## config.mk

```make
export PLATFORM = sky130hd
export DESIGN_NAME = conv_relu_pool
export DESIGN_NICKNAME = d
export VERILOG_FILES = /design/src/rtl/conv_relu_pool.sv
export SDC_FILE = /design/constraint.sdc
export NUM_CORES = 1
export LEC_CHECK = 0
export CORE_ASPECT_RATIO = 1.2
export CORE_MARGIN = 2
export CORE_UTILIZATION = 45
export DETAILED_ROUTE_END_ITERATION = 10
export GPL_TIMING_DRIVEN = 0
export PLACE_DENSITY = 0.82
export RECOVER_POWER = 25
export REMOVE_ABC_BUFFERS = 1
export SETUP_SLACK_MARGIN = 0.4
export SLEW_MARGIN = 40
export SYNTH_ARGS = -nofsm -noshare
export SYNTH_HDL_FRONTEND = slang
export SYNTH_SLANG_ARGS = --single-unit
```

## constraint.sdc

```tcl
create_clock -name clock -period 5.5 [get_ports clock]
set_clock_uncertainty 0.1 [all_clocks]
set_input_delay 1.65 -clock clock [delete_from_list [all_inputs] [get_ports clock]]
set_output_delay 1.65 -clock clock [all_outputs]
set_load 0.1 [all_outputs]
```

## src/rtl/conv_relu_pool.sv

```systemverilog
// Requantise + ReLU of raster-order convolution sums followed by 2x2 max pooling.
// Two register stages: requantise/tag, then pair/line-buffer max and output.
module conv_relu_pool #(
  parameter int unsigned NUM_TREES  = 1,
  parameter int unsigned IMG_WIDTH  = 4,
  parameter int unsigned IMG_HEIGHT = 4,
  parameter int unsigned SHIFT      = 4
) (
  input  logic                     clock,
  input  logic                     reset,
  input  logic                     in_valid,
  input  logic [32*NUM_TREES-1:0]  pixel_in,
  output logic [8*NUM_TREES-1:0]   pixel_out,
  output logic                     out_valid,
  output logic                     frame_done
);

  localparam int unsigned CW  = (IMG_WIDTH > 2) ? $clog2(IMG_WIDTH) : 1;
  localparam int unsigned RW  = (IMG_HEIGHT > 2) ? $clog2(IMG_HEIGHT) : 1;
  localparam int unsigned LBD = IMG_WIDTH / 2;
  localparam int unsigned LBW = (LBD > 1) ? $clog2(LBD) : 1;
  localparam int unsigned PW  = 8 * NUM_TREES;

  // Raster position of the incoming beat
  logic [CW-1:0] r_col;
  logic [RW-1:0] r_row;
  logic          w_col_last;
  logic          w_row_last;

  assign w_col_last = (r_col == CW'(IMG_WIDTH - 1));
  assign w_row_last = (r_row == RW'(IMG_HEIGHT - 1));

  always_ff @(posedge clock or negedge reset) begin
    if (!reset) begin
      r_col <= '0;
      r_row <= '0;
    end else if (in_valid) begin
      if (w_col_last) begin
        r_col <= '0;
        r_row <= w_row_last ? '0 : r_row + RW'(1);
      end else begin
        r_col <= r_col + CW'(1);
      end
    end
  end

  // Requantisation: ReLU, arithmetic shift, saturate to 8 bits
  logic        [PW-1:0] w_q;
  logic signed [31:0]   w_x;
  logic signed [31:0]   w_sh;

  always_comb begin
    w_q  = '0;
    w_x  = '0;
    w_sh = '0;
    for (int i = 0; i < NUM_TREES; i++) begin
      w_x  = pixel_in[32*i +: 32];
      w_sh = w_x >>> SHIFT;
      if (w_x[31]) begin
        w_q[8*i +: 8] = 8'd0;
      end else if (|w_sh[31:8]) begin
        w_q[8*i +: 8] = 8'd255;
      end else begin
        w_q[8*i +: 8] = w_sh[7:0];
      end
    end
  end

  // Stage 1 registers
  logic          r_s1_valid;
  logic [PW-1:0] r_s1_q;
  logic [CW-1:0] r_s1_col;
  logic [RW-1:0] r_s1_row;

  always_ff @(posedge clock or negedge reset) begin
    if (!reset) begin
      r_s1_valid <= 1'b0;
      r_s1_q     <= '0;
      r_s1_col   <= '0;
      r_s1_row   <= '0;
    end else begin
      r_s1_valid <= in_valid;
      if (in_valid) begin
        r_s1_q   <= w_q;
        r_s1_col <= r_col;
        r_s1_row <= r_row;
      end
    end
  end

  // Stage 2: horizontal pair max, vertical max against the line buffer
  logic [PW-1:0]  r_pair;
  logic [PW-1:0]  r_linebuf [LBD];
  logic [LBW-1:0] w_lb_idx;
  logic [PW-1:0]  w_lb_rd;
  logic [PW-1:0]  w_m;
  logic [PW-1:0]  w_pool;
  logic           w_odd_col;
  logic           w_odd_row;
  logic           w_emit;
  logic           w_last_px;

  assign w_odd_col = r_s1_col[0];
  assign w_odd_row = r_s1_row[0];
  assign w_lb_idx  = LBW'(r_s1_col >> 1);
  assign w_lb_rd   = r_linebuf[w_lb_idx];
  assign w_emit    = r_s1_valid && w_odd_col && w_odd_row;
  assign w_last_px = (r_s1_col == CW'(IMG_WIDTH - 1)) && (r_s1_row == RW'(IMG_HEIGHT - 1));

  always_comb begin
    w_m    = '0;
    w_pool = '0;
    for (int i = 0; i < NUM_TREES; i++) begin
      w_m[8*i +: 8] = (r_pair[8*i +: 8] > r_s1_q[8*i +: 8]) ?
                      r_pair[8*i +: 8] : r_s1_q[8*i +: 8];
      w_pool[8*i +: 8] = (w_m[8*i +: 8] > w_lb_rd[8*i +: 8]) ?
                         w_m[8*i +: 8] : w_lb_rd[8*i +: 8];
    end
  end

  always_ff @(posedge clock or negedge reset) begin
    if (!reset) begin
      r_pair <= '0;
    end else if (r_s1_valid && !w_odd_col) begin
      r_pair <= r_s1_q;
    end
  end

  // Every entry is written on the even row before the odd row reads it
  always_ff @(posedge clock) begin
    if (r_s1_valid && w_odd_col && !w_odd_row) begin
      r_linebuf[w_lb_idx] <= w_m;
    end
  end

  logic [PW-1:0] r_pixel_out;
  logic          r_out_valid;
  logic          r_frame_done;

  always_ff @(posedge clock or negedge reset) begin
    if (!reset) begin
      r_pixel_out  <= '0;
      r_out_valid  <= 1'b0;
      r_frame_done <= 1'b0;
    end else begin
      r_out_valid  <= w_emit;
      r_frame_done <= w_emit && w_last_px;
      if (w_emit) begin
        r_pixel_out <= w_pool;
      end
    end
  end

  assign pixel_out  = r_pixel_out;
  assign out_valid  = r_out_valid;
  assign frame_done = r_frame_done;

endmodule

```

Word level (Yosys, flattened, before mapping)
Memories as Yosys holds them, arrays and structs flattened. Cells that the tools add are included.

Output and inout port bits: 10. Input bits: 35. RAM bits: 16. Memories: 1. Word-level logic and storage cells: 37. Bits in registers: 35.

Add/sub/neg operators: 2. $lt $le $gt $ge: 2. Reduce and logical (&&, ||, !) cells: 10. Multiplexer cells: 8. Eq/ne operators: 4.

Memories: r_linebuf (words 2, width 8, read ports 1, clocked after memory_dff 0, wr ports 1, line 93) `logic [PW-1:0] r_linebuf [LBD];`.

Operators with widths (count): two-way mux 8 bit (4); OR reduction 20 bit (1); > comparator 8 bit (2); == test 2 bit (second input constant) (4); logical AND 1 bit (6); adder 2 x 1 -> 2 bit (second input constant) (2); two-way mux 2 bit (2); logical NOT 1 bit (2); two-way mux 1 bit (2); AND reduction 2 bit (1).

Logic depth before layout (Yosys ltp)
Depth after elaboration: 4. Mapped depth: 16. Mapped depth without buffers: 15.

Worst setup path after synthesis
OpenSTA, ideal clock, no wires.

Path type: register to register. From: reg r_pair[7]. To: reg r_pixel_out[6], in the netlist pixel_out[6]. Stages on the path, launching flop included: 15. Arrival time: 3.268 ns. Buffers on the path: 2. Setup slack: 2.010 ns. Clock period less this slack: 3.490 ns. Library setup time: 0.122 ns. Path through: dfrtp_1 ha_1 nand4_2 nor3_4 nor2_2 a21o_4 buf_6 a21o_2 ha_1 and3_1 a221o_1 a22oi_2 buf_6 a21oi_1 a22o_1.

Longest elaborated chain between the ends: 4.

RTL lines: start, declared (line 92) `logic [PW-1:0] r_pair;`; start signal, assigned (line 125) `r_pair <= r_s1_q;`; > comparator 8 bit (line 114) `w_m[8*i +: 8] = (r_pair[8*i +: 8] > r_s1_q[8*i +: 8]) ?`; two-way mux 8 bit (line 114); named net w_m[3] (line 96) `logic [PW-1:0] w_m;`; > comparator 8 bit (line 116) `w_pool[8*i +: 8] = (w_m[8*i +: 8] > w_lb_rd[8*i +: 8]) ?`; two-way mux 8 bit (line 116); end signal, assigned (line 149) `r_pixel_out <= w_pool;`; end, declared (line 136) `logic [PW-1:0] r_pixel_out;`.

The timed path passes the listed nets, and every way through them passes these cells. A chain may end at the register's enable or synchronous reset.

Worst setup path after layout
From: reg r_s1_q[3]. To: reg r_pixel_out[0], in the netlist pixel_out[0].

Longest elaborated chain between the ends: 4.

RTL lines: start, declared (line 71) `logic [PW-1:0] r_s1_q;`; start signal, assigned (line 84) `r_s1_q <= w_q;`; > comparator 8 bit (line 114); two-way mux 8 bit (line 114); named net w_m[2] (line 96); > comparator 8 bit (line 116); two-way mux 8 bit (line 116).

The timed path passes the listed nets, and every way through them passes these cells.

==> out/metrics.yaml <==
status: "completed"
ir_drop_mv: 0.213
seqCellArea_sq_mm: 0.00136
die_x_um: 73.4
synth_top_area_share_pct: 33.7
clock_latency_ns: 0.30
yosysWarnings: 0
syn2layout_area_growth_pct: 19.6
critPathRequiredTime_ns: 5.60
cp.arrival_ns: 4.06
cpPeakStageDelay_ns: 0.57
worst_hold_path.endpoint: "pixel_out[2]"
rows: 30
grt.total_usage_pct: 17.0
drive_above_1_share_pct: 18.0
synth_fa_ha_area_share_pct: 8.65
slew_violations: 0
grt_max_degree: 25
report.final.hold_viol_count: 0
drc: 0
place_hpwl_um: 3920
die_h_um: 87.3
ys.flop_type: "dfrtp_1"
fin_tns_setup_ns: 0
synth_area_leaders: "dfrtp_1 34%, edfxtp_1 18%, ha_1 8.7%"
multi_input_area_sq_mm: 0.00116
crit_path_start_kind: "flop"
synth_mux_area_share_pct: 6.15
crit_slowest_cell: "a22oi_2"
synth_cell_types: 38
antenna_left: 0
crit_chain: "inv_1, ha_1, nand2_1, o21ai_1, a211oi_1, a21o_2, ha_1, and3_1, a221o_1, a22oi_2, nor2b_1, nor2_1, a22o_1"
worst_pin_slew_ns: 1.18
total_power_mw: 1.88
synth_xor_area_share_pct: 0
layout_setup_ws_ns: 1.54
dr.pass1.iters: 4
start_util_pct: 46.2
synth_top_family_by_area: "compound AO/OA/AOI/OAI gates"
core_area_sq_mm: 0.00563
fin_crit_sh_pct: 72.1
ys_seq_area_share_pct: 52.1
r2r_end: "pixel_out[0]"
end_kind: "flop"
clock_sinks: 51
fillers: 464
p_leak_nw: 1.39
rsz0062_at_grt: "false"
critPathMaxFanout: 16
synth_area_sq_mm: 0.00260
use_met3_pct: 3.01
gp_congestion: 0.834
htree_levels: 2
ys_async_sr_fraction_pct: 68.6
slew_headroom_pct: 20.9
drv_cap: 0
timing.fmax_mhz: 252
min_from: "pixel_out[2]"
met1_usage_pct: 20.8
clkTransAtPathRegs_ns: 0.09
avgSynthCellArea_sq_um: 11.9
grt-busiest-layer: "met2"
hold_buffers: 0
postCtsSetupRepairBufs: 0
synth-compound-area-share_pct: 21.8
power_density_mw_per_mm2: 604
finalNetCount: 313
via_per_inst: 5.76
io_pins: 45
drt_wl_total_um: 4990
synthCells: 219
r2r_cells: 13
synth_area_leader_cell: "dfrtp_1"
die_area_sq_mm: 0.00641
layout_common_cells: "35 x dfrtp_1, 29 x clkdlybuf4s50_1, 18 x ha_1"
grt-ovfl-total: 0
first_global_vias: 1826
finish.instance_area_sq_mm: 0.00311
diodes: 0
globalRouteMet2Util_pct: 28.8
min_period_ns: 3.96
drt-wirelength-per-cell_um: 15.4
rrSetupSlack_ns: 1.54
final_core_util_pct: 55.3
critPathKind: "reg2reg"
grt_pass1_wl_um: 8310
cts_resized: 0
synth_seq_cells: 51
placed_cell_area_sq_mm: 0.00302
timing.rr.start: "r_s1_q[3]"
io_buffer_count: 40
hold_class: "reg2reg"
synthSimpleGateAreaFrac_pct: 7.64
hold_depth: 1
setup_violations: 0
numCtsBuffers: 5
mostFrequentLayoutCell: "dfrtp_1"
drt_iter0_markers: 81
crit_top_cell: "ha_1"
dp_slack_ns: 1.55
cts-root-buf: "clkbuf_8"
timing.hold.ws_ns: 0.406
fin_cells: 325
clockBufferDepth: 2
placed_cells: 317
synth_edf_count: 16
antenna_found_initial: 0
via_count: 1873
cts_tree: "yes"
-- logic make-up (layout without fill, tap and decap cells) --
| logic type | after synthesis | in the layout |
|---|---|---|
| AND/OR/NAND/NOR | 36 | 36 |
| adder cells (fa/ha/maj) | 18 | 18 |
| flip-flops | 51 | 51 |
| AO/OA/AOI/OAI | 78 | 78 |
| buffers and inverters | 21 | 63 |
| multiplexers | 15 | 15 |
-- worst max-delay path by stage --
stage          startpoint           end  slack (ns)  cells after the start
2_1_floorplan   r_pair[7]  pixel_out[0]        1.95                     13
3_3_place_gp    r_pair[3]  pixel_out[0]        1.64                     12
5_1_grt         r_pair[3]  pixel_out[0]        1.36                     12
3_5_place_dp    r_pair[6]  pixel_out[0]        1.55                     13
6_report        r_s1_q[3]  pixel_out[0]        1.54                     13
4_1_cts         r_pair[6]  pixel_out[0]        1.56                     13
-- where the power goes --
group          internal, mW  switching [mW]
clock network         0.147           0.118
logic                 0.355           0.628
registers             0.535          0.0964
total                  1.04           0.843
-- routing by layer --
layer / share of wire [%] / vias to the layer above
met5: 0 / -
met2: 51 / 50
met3: 3.3 / 11
li1: - / 915
met4: 2.6 / 0
met1: 43 / 897
-- cells in the mapped netlist (3+ instances only) --
cell type	instances
a211oi_1	8
o211ai_1	8
a21o_1	3
nor4_1	5
mux2i_1	7
inv_1	14
a21oi_1	11
a22o_1	8
mux2_2	8
edfxtp_1	16
ha_1	18
a21o_2	8
and3_1	3
nand3_1	3
clkbuf_1	4
a211o_2	6
o21ai_0	17
nand2_1	14
dfrtp_1	35
-- flip-flops by register name, summed over array words and instances, names as in the netlist --
register / cells
r_s1_row: 2
r_row: 2
r_col: 2
r_s1_valid: 1
r_linebuf: 16
out_valid: 1
pixel_out: 8
r_pair: 8
r_s1_q: 8
r_s1_col: 2
frame_done: 1
-- worst max-delay path, delay by kind of cell, from the launching register on --
family	cells	cell delay, ns
compound gates	6	2.17
fa+ha+maj	2	0.61
simple gates	4	0.56
flops	1	0.34
buf+inv	1	0.08
-- area by class of cell --
| type | count | area share [%] |
|---|---|---|
| Clock buffer | 6 | 2.65 |
| Clock inverter | 2 | 1.13 |
| Inverter | 14 | 1.69 |
| Multi-Input combinational cell | 147 | 37.2 |
| Sequential cell | 51 | 43.6 |
| Tap cell | 64 | 2.57 |
| Timing Repair Buffer | 41 | 11.2 |
Power figures use the tool's default switching activity.
==> RTL edit, RTL diff (config.mk and constraints unchanged) <==
Register the output `pixel_out` once more, with the module's reset; this adds one clock of latency there. The other outputs are not delayed to match.
--- a/src/rtl/conv_relu_pool.sv
+++ b/src/rtl/conv_relu_pool.sv
@@ -151,7 +151,13 @@
     end
   end
 
-  assign pixel_out  = r_pixel_out;
+  always_ff @(posedge clock or negedge reset) begin
+    if (!reset) begin
+      pixel_out <= '0;
+    end else begin
+      pixel_out <= r_pixel_out;
+    end
+  end
   assign out_valid  = r_out_valid;
   assign frame_done = r_frame_done;
 
Function: changed (Yosys sat finds a counterexample within 10 cycles, from zero or initial values and one cycle with reset low).
==> RTL edit against the original RTL <==
The run now ends with max-capacitance violations, max-slew violations left; count of clock-buffer cells in the layout increased by 8; critical path depth is 1 lower; wire length grew 1.5%; area after synthesis is 7.7% higher; power grew 10%; sequential cell count up 8; cell area rose by 9.3%; synthesized cell count up 3.7%; clock power grew 44%; setup slack got worse by 0.040 ns.
==> RTL edit: results (changes against the original RTL) <==
stage;metric;value;unit;change
clock_network;clk_latency;0.34;ns;+0.04 ns
clock_network;cts.clk_slew.worst_paths;0.06;ns;-0.03 ns
placed_design;dpl.cell_count;342;;+7.9%
clock_network;clkSinkCount;59;;+16%
grt;grtUsageMet1;20.6;%;-0.19 points
run;cap_viol_max_count;1;;+1
run_status;violations;max-capacitance violations, max-slew violations;;
synthesis;synth_compound_area_share;20.3;%;-1.6 points
run_status;outcome;complete, but fails checks;;
drt;dr_wl_met2;2.52;mm;-0.47%
grt;grtUsageMet2;28.5;%;-0.33 points
grt;grt_max_degree;44;;+76%
synthesis;synth_adder_area_share;8.04;%;-0.62 points
final_layout;clock_buffers;14;;+8
grt;grt_util_all_layers;17.4;%;+0.39 points
pwr;p_clk;384;uW;+44%
synthesis;synth_mux_area_share;5.71;%;-0.44 points
clock_network;htree_levels;3;;+1
synthesis;synth_common_cells;dfrtp_1 (43), ha_1 (18), o21ai_0 (17), edfxtp_1 (16);;
synthesis;async_reset_ff_share;72.9;%;+4.3 points
placed_design;dp_hpwl;3.64;mm;-7.2%
grt;use_met3;5.60;%;+2.6 points
pwr;p_sw_share;42.6;%;-2.2 points
sta;drv_slew;44;;+44
pwr;ir_drop;254;uV;+19%
[RTL edit: cell count changes after synthesis]
cell     unedited run  this run
dfrtp_1            35        43
[RTL edit: final timing paths]
path	from	end	slack, ns	cells past startpoint
max in group asynchronous	reset	pixel_out[4]$_DFF_PN0_	2.14	1
worst min register to register	r_pixel_out[7]$_DFFE_PN0P_	pixel_out[7]$_DFF_PN0_	0.28	0
worst max-delay path	r_pair[3]$_DFFE_PN0P_	r_pixel_out[0]$_DFFE_PN0P_	1.50	12
min in group asynchronous	reset	r_s1_q[3]$_DFFE_PN0P_	1.87	1
worst max register to register	r_pair[3]$_DFFE_PN0P_	r_pixel_out[0]$_DFFE_PN0P_	1.50	12
worst min-delay path	r_pixel_out[7]$_DFFE_PN0P_	pixel_out[7]$_DFF_PN0_	0.28	0
[RTL edit: logic make-up (layout without fill, tap and decap cells)]
group,count (synthesis),after routing
simple gates,36,36
compound gates,78,78
buf+inv,21,70
flops,59,59
mux,15,15
fa+ha+maj,18,18
